`src/rtl/vyd_satir_yanitlayici.sv`:
```
// Memory-side responder for the L1 data cache request channel.
// Cacheable requests (address at or above BASLANGIC_ADRESI) become four ascending word
// beats on the memory bus. Lower addresses become one uncached word beat. Completion is
// signalled with a one-cycle hazir_o pulse, and the assembled line is presented on veri_o.
module vyd_satir_yanitlayici #(
    parameter int unsigned ADRES_GENISLIGI     = 32,
    parameter int unsigned SOZCUK_GENISLIGI    = 32,
    parameter int unsigned SATIR_SOZCUK_SAYISI = 4,
    parameter logic [ADRES_GENISLIGI-1:0] BASLANGIC_ADRESI = 32'h4000_0000
) (
    input  logic                                          clk_i,
    input  logic                                          rst_i,
    input  logic                                          istek_i,
    input  logic                                          yaz_i,
    input  logic [ADRES_GENISLIGI-1:0]                    adres_i,
    input  logic [SATIR_SOZCUK_SAYISI*SOZCUK_GENISLIGI-1:0] veri_i,
    output logic                                          hazir_o,
    output logic [SATIR_SOZCUK_SAYISI*SOZCUK_GENISLIGI-1:0] veri_o,
    output logic                                          bellek_istek_o,
    output logic                                          bellek_yaz_o,
    output logic [ADRES_GENISLIGI-1:0]                    bellek_adres_o,
    output logic [SOZCUK_GENISLIGI-1:0]                   bellek_veri_o,
    input  logic                                          bellek_kabul_i,
    input  logic                                          bellek_gecerli_i,
    input  logic [SOZCUK_GENISLIGI-1:0]                   bellek_veri_i
);

    localparam int unsigned SatirGenisligi = SATIR_SOZCUK_SAYISI * SOZCUK_GENISLIGI;
    localparam int unsigned KGenisligi     = $clog2(SATIR_SOZCUK_SAYISI);
    localparam int unsigned BaytBitleri    = $clog2(SOZCUK_GENISLIGI / 8);
    localparam int unsigned SatirOfseti    = KGenisligi + BaytBitleri;
    localparam logic [KGenisligi-1:0] SonK = KGenisligi'(SATIR_SOZCUK_SAYISI - 1);

    typedef enum logic [1:0] {
        StBosta,
        StIstek,
        StYanitBekle,
        StTamam
    } durum_t;

    durum_t                       durum_q;
    logic [KGenisligi-1:0]        k_q;
    logic [KGenisligi-1:0]        k_sonraki;
    logic [ADRES_GENISLIGI-1:0]   adres_q;
    logic [SatirGenisligi-1:0]    veri_q;
    logic                         yaz_q;
    logic                         tek_q;
    logic                         yeni_tek;

    // Word address of beat k: line base with the word index spliced in.
    function automatic logic [ADRES_GENISLIGI-1:0] beat_adres(
        input logic [ADRES_GENISLIGI-1:0] a,
        input logic [KGenisligi-1:0]      k,
        input logic                       tek
    );
        if (tek) begin
            return a;
        end
        return {a[ADRES_GENISLIGI-1:SatirOfseti], k, {BaytBitleri{1'b0}}};
    endfunction

    // Write data for beat k; an uncached store always uses the lowest word.
    function automatic logic [SOZCUK_GENISLIGI-1:0] beat_veri(
        input logic [SatirGenisligi-1:0] v,
        input logic [KGenisligi-1:0]     k,
        input logic                      tek
    );
        if (tek) begin
            return v[SOZCUK_GENISLIGI-1:0];
        end
        return v[int'(k)*SOZCUK_GENISLIGI +: SOZCUK_GENISLIGI];
    endfunction

    // Classify the incoming request and compute the next beat index.
    always_comb begin
        yeni_tek  = (adres_i < BASLANGIC_ADRESI);
        k_sonraki = k_q + KGenisligi'(1);
    end

    // Request sequencer; all bus outputs are registered alongside the state.
    always_ff @(posedge clk_i or posedge rst_i) begin
        if (rst_i) begin
            durum_q        <= StBosta;
            k_q            <= '0;
            adres_q        <= '0;
            veri_q         <= '0;
            yaz_q          <= 1'b0;
            tek_q          <= 1'b0;
            hazir_o        <= 1'b0;
            veri_o         <= '0;
            bellek_istek_o <= 1'b0;
            bellek_yaz_o   <= 1'b0;
            bellek_adres_o <= '0;
            bellek_veri_o  <= '0;
        end else begin
            case (durum_q)
                StBosta: begin
                    if (istek_i) begin
                        adres_q        <= adres_i;
                        veri_q         <= veri_i;
                        yaz_q          <= yaz_i;
                        tek_q          <= yeni_tek;
                        k_q            <= '0;
                        bellek_istek_o <= 1'b1;
                        bellek_yaz_o   <= yaz_i;
                        bellek_adres_o <= beat_adres(adres_i, '0, yeni_tek);
                        bellek_veri_o  <= beat_veri(veri_i, '0, yeni_tek);
                        durum_q        <= StIstek;
                    end
                end
                StIstek: begin
                    if (bellek_kabul_i) begin
                        bellek_istek_o <= 1'b0;
                        bellek_yaz_o   <= 1'b0;
                        bellek_adres_o <= '0;
                        bellek_veri_o  <= '0;
                        durum_q        <= StYanitBekle;
                    end
                end
                StYanitBekle: begin
                    if (bellek_gecerli_i) begin
                        if (!yaz_q) begin
                            if (tek_q) begin
                                veri_o <= SatirGenisligi'(bellek_veri_i);
                            end else begin
                                veri_o[int'(k_q)*SOZCUK_GENISLIGI +: SOZCUK_GENISLIGI] <=
                                    bellek_veri_i;
                            end
                        end
                        if (tek_q || (k_q == SonK)) begin
                            hazir_o <= 1'b1;
                            durum_q <= StTamam;
                        end else begin
                            k_q            <= k_sonraki;
                            bellek_istek_o <= 1'b1;
                            bellek_yaz_o   <= yaz_q;
                            bellek_adres_o <= beat_adres(adres_q, k_sonraki, tek_q);
                            bellek_veri_o  <= beat_veri(veri_q, k_sonraki, tek_q);
                            durum_q        <= StIstek;
                        end
                    end
                end
                StTamam: begin
                    // istek_i is deliberately not looked at here, so a held request
                    // is only taken again from StBosta.
                    hazir_o <= 1'b0;
                    durum_q <= StBosta;
                end
                default: begin
                    durum_q <= StBosta;
                end
            endcase
        end
    end

endmodule

```
`config.mk`:
```
export PLATFORM = sky130hd
export DESIGN_NAME = vyd_satir_yanitlayici
export DESIGN_NICKNAME = d
export VERILOG_FILES = /design/src/rtl/vyd_satir_yanitlayici.sv
export SDC_FILE = /design/constraint.sdc
export NUM_CORES = 1
export LEC_CHECK = 0
export BUFFER_PORTS_ARGS = -buffer_cell sky130_fd_sc_hd__clkbuf_2
export CORE_MARGIN = 2
export CORE_UTILIZATION = 55
export CTS_BUF_LIST = sky130_fd_sc_hd__clkbuf_4 sky130_fd_sc_hd__clkbuf_8
export DETAILED_ROUTE_END_ITERATION = 12
export PLACE_DENSITY = 0.88
export SYNTH_ARGS = -nofsm -noshare
export SYNTH_HDL_FRONTEND = slang
export SYNTH_SLANG_ARGS = --single-unit
```
`constraint.sdc`:
```
create_clock -name clk_i -period 16.95 [get_ports clk_i]
set_input_delay 4.2375 -clock clk_i [delete_from_list [all_inputs] [get_ports clk_i]]
set_output_delay 4.2375 -clock clk_i [all_outputs]
set_load 0.005 [all_outputs]
```
==> implementation parameters <==
Parameter                              Value

GRT
  Vias in the first global route    around 12,000
  GRT Total Usage    ~29%
  Residual overflow from global routing    0
  Number of antenna violations at the first check in global routing    2
  First-pass GRT wire length    65.5 mm
  Pin count of the biggest net entering global routing    141

Synthesis
  Main combinational cell family by area after synthesis    compound AO/OA/AOI/OAI gates
  Post-synthesis compound-gate area fraction    18.0%
  Async S/R FF share, synth    100%
  Area share of and/or/nand/nor cells after synthesis    2.99%
  Most frequent cells after synthesis    sky130_fd_sc_hd__dfrtp_1 (361), sky130_fd_sc_hd__mux2_2 (161), sky130_fd_sc_hd__a22o_1 (128), sky130_fd_sc_hd__clkbuf_1 (76), sky130_fd_sc_hd__o21ai_0 (69)
  Number of synthesized flops with an enable pin    0
  Fraction of synthesized cell area taken by the top area cell type    60.0%
  Most frequent cell after synthesis    sky130_fd_sc_hd__dfrtp_1
  Largest cells by area after synthesis    sky130_fd_sc_hd__dfrtp_1 (60%), sky130_fd_sc_hd__mux2_2 (12%), sky130_fd_sc_hd__a22o_1 (7.4%), sky130_fd_sc_hd__o21ai_0 (2.3%), sky130_fd_sc_hd__mux2i_1 (2.3%)
  Most used DFF post-synth    sky130_fd_sc_hd__dfrtp_1
  Avg Cell Area, Syn    12.9 um2
  Part of the Yosys area used for sequential elements    60.0%
  Proportion of synthesized area in mux cells    14.3%
  Distinct cell type count of the synthesized netlist    39
  Top cell type by total area after synthesis    sky130_fd_sc_hd__dfrtp_1
  Cell count after synthesis    around 1,200
  Post-synthesis share of cell area spent on full adders, half adders and majority gates    0.914%
  Area of the mapped netlist    0.0151 mm2
  Number of nets produced by synthesis    around 1,400
  Fraction of synthesized cell area in xor and xnor cells    0%
  Register bit count reported by yosys    361
  Total of warnings raised by yosys    0

Worst setup path
  Setup Crit Path Kind    in -> reg
  Worst-path fanout max    96
  Required arrival time at the worst endpoint    17.42 ns
  Crit path launch type    input port
  Worst setup EP type    register
  Data arrival time of the worst path    just under 7 ns
  Number of cell instances on the worst register-to-register path    8

Layout
  Layout overhead on the synthesized area    23.6%
  Share of final-layout standard cells stronger than drive strength 1    43.6%
  Final layout net count    1,747
  Fin util    69.2%
  Filler cell count in the final layout    1,871
  Cell Count, Final, Fillers Out    ~1,900

Route
  Drt drc    0
  Post-Route WL    42.0 mm
  Via-to-Cell Ratio    roughly 6
  Iteration-0 DRC count of the detailed router    1,064
  Remaining antenna violation count after routing    0
  Detailed-routing iteration count for the pre-antenna-repair pass    5
  Routed wire per std cell    roughly 22 um
  Vias post-DR    roughly 12,000

Clock network
  Cts bufs inserted    between 50 and 60
  Clock latency reported for the late side of the worst-skew pair    0.59 ns
  Count of hold-fix buffers inserted at cts    0
  H-tree depth reported by CTS    2
  Gates resized, CTS repair    0
  Clk buf depth    3
  Post-CTS setup buffer count    0
  Clock tree from TritonCTS    done
  Clock input transition at the sequential cells of the worst setup and hold paths    0.06 ns
  TritonCTS sink count    around 360
  Root Buffer Master    sky130_fd_sc_hd__clkbuf_8

Floorplan
  Total core area    about 0.027 mm2
  I/O pin count    between 300 and 400
  Vertical die dimension    around 170 um
  Width of the chip    169 um
  Placement Rows    60
  Initial core utilization    56.0%
  Die Area    0.0287 mm2

Job
  Total of max-cap violations    0

STA
  Hold violation count in the final report    0
  RSZ-0062 raised after global routing    false
  Post-Route Setup TNS    0 ns
  Minimum period implied by the final worst setup slack    6.41 ns
  Final WS setup    10.54 ns
  Transition at the pin with the smallest max-transition slack    1.11 ns
  Slew Viols, Final    0
  Number of endpoints failing setup at the final stage    0
  Part of the cycle the worst path needs    37.8%
  Final Hold Slack    between 0.5 and 0.6 ns
  Highest clock frequency the design can meet    156 MHz
  Final clock skew    0.0182 ns
  Worst slew margin relative to its limit    between 20% and 30%

Power and ir drop
  Power Density    196 mW/mm2
  Worst IR Drop VDD    125 uV
  Static leakage    9.15 nW

Worst hold path
  Cells on Worst Hold Path    1
  Worst hold-check path type    reg -> reg

Placement
  RD Place Congestion    0.816
  Number of port buffers    between 300 and 400
  Post-DP HPWL    27.0 mm
  # placed instances    1,819
  Post-place setup slack    approximately 10 ns

Run status
  Run status    finished, final reports clean
## flip-flops by register name, indices dropped and copies added (netlist names)
register / count
bellek_veri_o: 32
bellek_adres_o: 32
veri_o: 128
yaz_q: 1
adres_q: 32
bellek_yaz_o: 1
durum_q: 2
tek_q: 1
bellek_istek_o: 1
veri_q: 128
hazir_o: 1
k_q: 2
## power by group
part	total, mW	internal (mW)	switching, mW
sequential	1.41	1.21	0.201
clock	0.847	0.500	0.347
combinational	1.39	0.627	0.758
## logic make-up after synthesis
group                      after synthesis
DFF                                    361
buffers and inverters                  139
AOI/OAI and AO/OA                      373
and+or+nand+nor                         86
muxes                                  195
adders and majority gates               11
## cell type report
cell class / count / area, um2 / area share [%]
flip-flops and latches: 361 / 9030 / 48.6
diodes: 1 / 2.50 / 0.0135
clock inverters: 16 / 185 / 0.996
inverters: 40 / 158 / 0.848
clock buffers: 90 / 1170 / 6.29
multi-input cells: 665 / 5510 / 29.6
well taps: 341 / 427 / 2.29
repair buffers: 412 / 2110 / 11.4
## through the flow
stage | total power, mW | area [um2]
after detailed placement | 2.78 | 17200
final | 3.64 | 18600
after CTS | 3.64 | 18600
after global routing | 3.85 | 18600
after floorplan | 2.33 | 15100
after global placement | 2.70 | 17200
## cell usage in the layout (no fill, tap or decap), types with 2 or more instances in the layout
cell	n
sky130_fd_sc_hd__clkbuf_8	79
sky130_fd_sc_hd__a21oi_1	39
sky130_fd_sc_hd__o21ai_0	69
sky130_fd_sc_hd__clkinvlp_4	2
sky130_fd_sc_hd__a22o_1	128
sky130_fd_sc_hd__mux2_2	161
sky130_fd_sc_hd__dfrtp_1	361
sky130_fd_sc_hd__nand2b_1	2
sky130_fd_sc_hd__o22ai_1	32
sky130_fd_sc_hd__nor3_1	3
sky130_fd_sc_hd__mux2i_1	34
sky130_fd_sc_hd__clkbuf_4	11
sky130_fd_sc_hd__o22a_1	32
sky130_fd_sc_hd__buf_4	20
sky130_fd_sc_hd__nor2_1	34
sky130_fd_sc_hd__a31oi_1	27
sky130_fd_sc_hd__inv_1	39
sky130_fd_sc_hd__nor2b_1	32
sky130_fd_sc_hd__o21ai_2	4
sky130_fd_sc_hd__a221oi_1	32
sky130_fd_sc_hd__bufinv_16	4
sky130_fd_sc_hd__clkbuf_2	392
sky130_fd_sc_hd__ha_4	2
sky130_fd_sc_hd__clkinv_2	10
sky130_fd_sc_hd__a21o_1	2
sky130_fd_sc_hd__ha_1	9
sky130_fd_sc_hd__nand2_1	4
sky130_fd_sc_hd__a32oi_1	2
## routing by layer
layer	part of all wire (%)	GRT usage [%]	wire, um
met2	50	49.1	20900
met3	8.9	8.00	3740
met4	3.5	11.8	1490
met5	0	0	0
met1	38	34.8	15900
## final timing paths
check | start | to | slack [ns]
min reg2reg | veri_q[114] | veri_q[114] | 0.50
max | bellek_gecerli_i | bellek_veri_o[12] | 10.54
max reg2reg | k_q[0] | bellek_veri_o[27] | 13.38
min in group asynchronous | rst_i | veri_q[89] | 3.84
max in group asynchronous | rst_i | veri_o[43] | 11.43
min | veri_q[114] | veri_q[114] | 0.50
## critical path, stage by stage
cell and delay [ns]:
sky130_fd_sc_hd__clkbuf_2 0.11, sky130_fd_sc_hd__or3b_4 0.40, sky130_fd_sc_hd__a2111oi_4 0.36, sky130_fd_sc_hd__buf_4 0.39, sky130_fd_sc_hd__buf_4 0.79, sky130_fd_sc_hd__o21ai_0 0.27, sky130_fd_sc_hd__o22a_1 0.23
No activity file was read; power rests on OpenSTA's default activity.
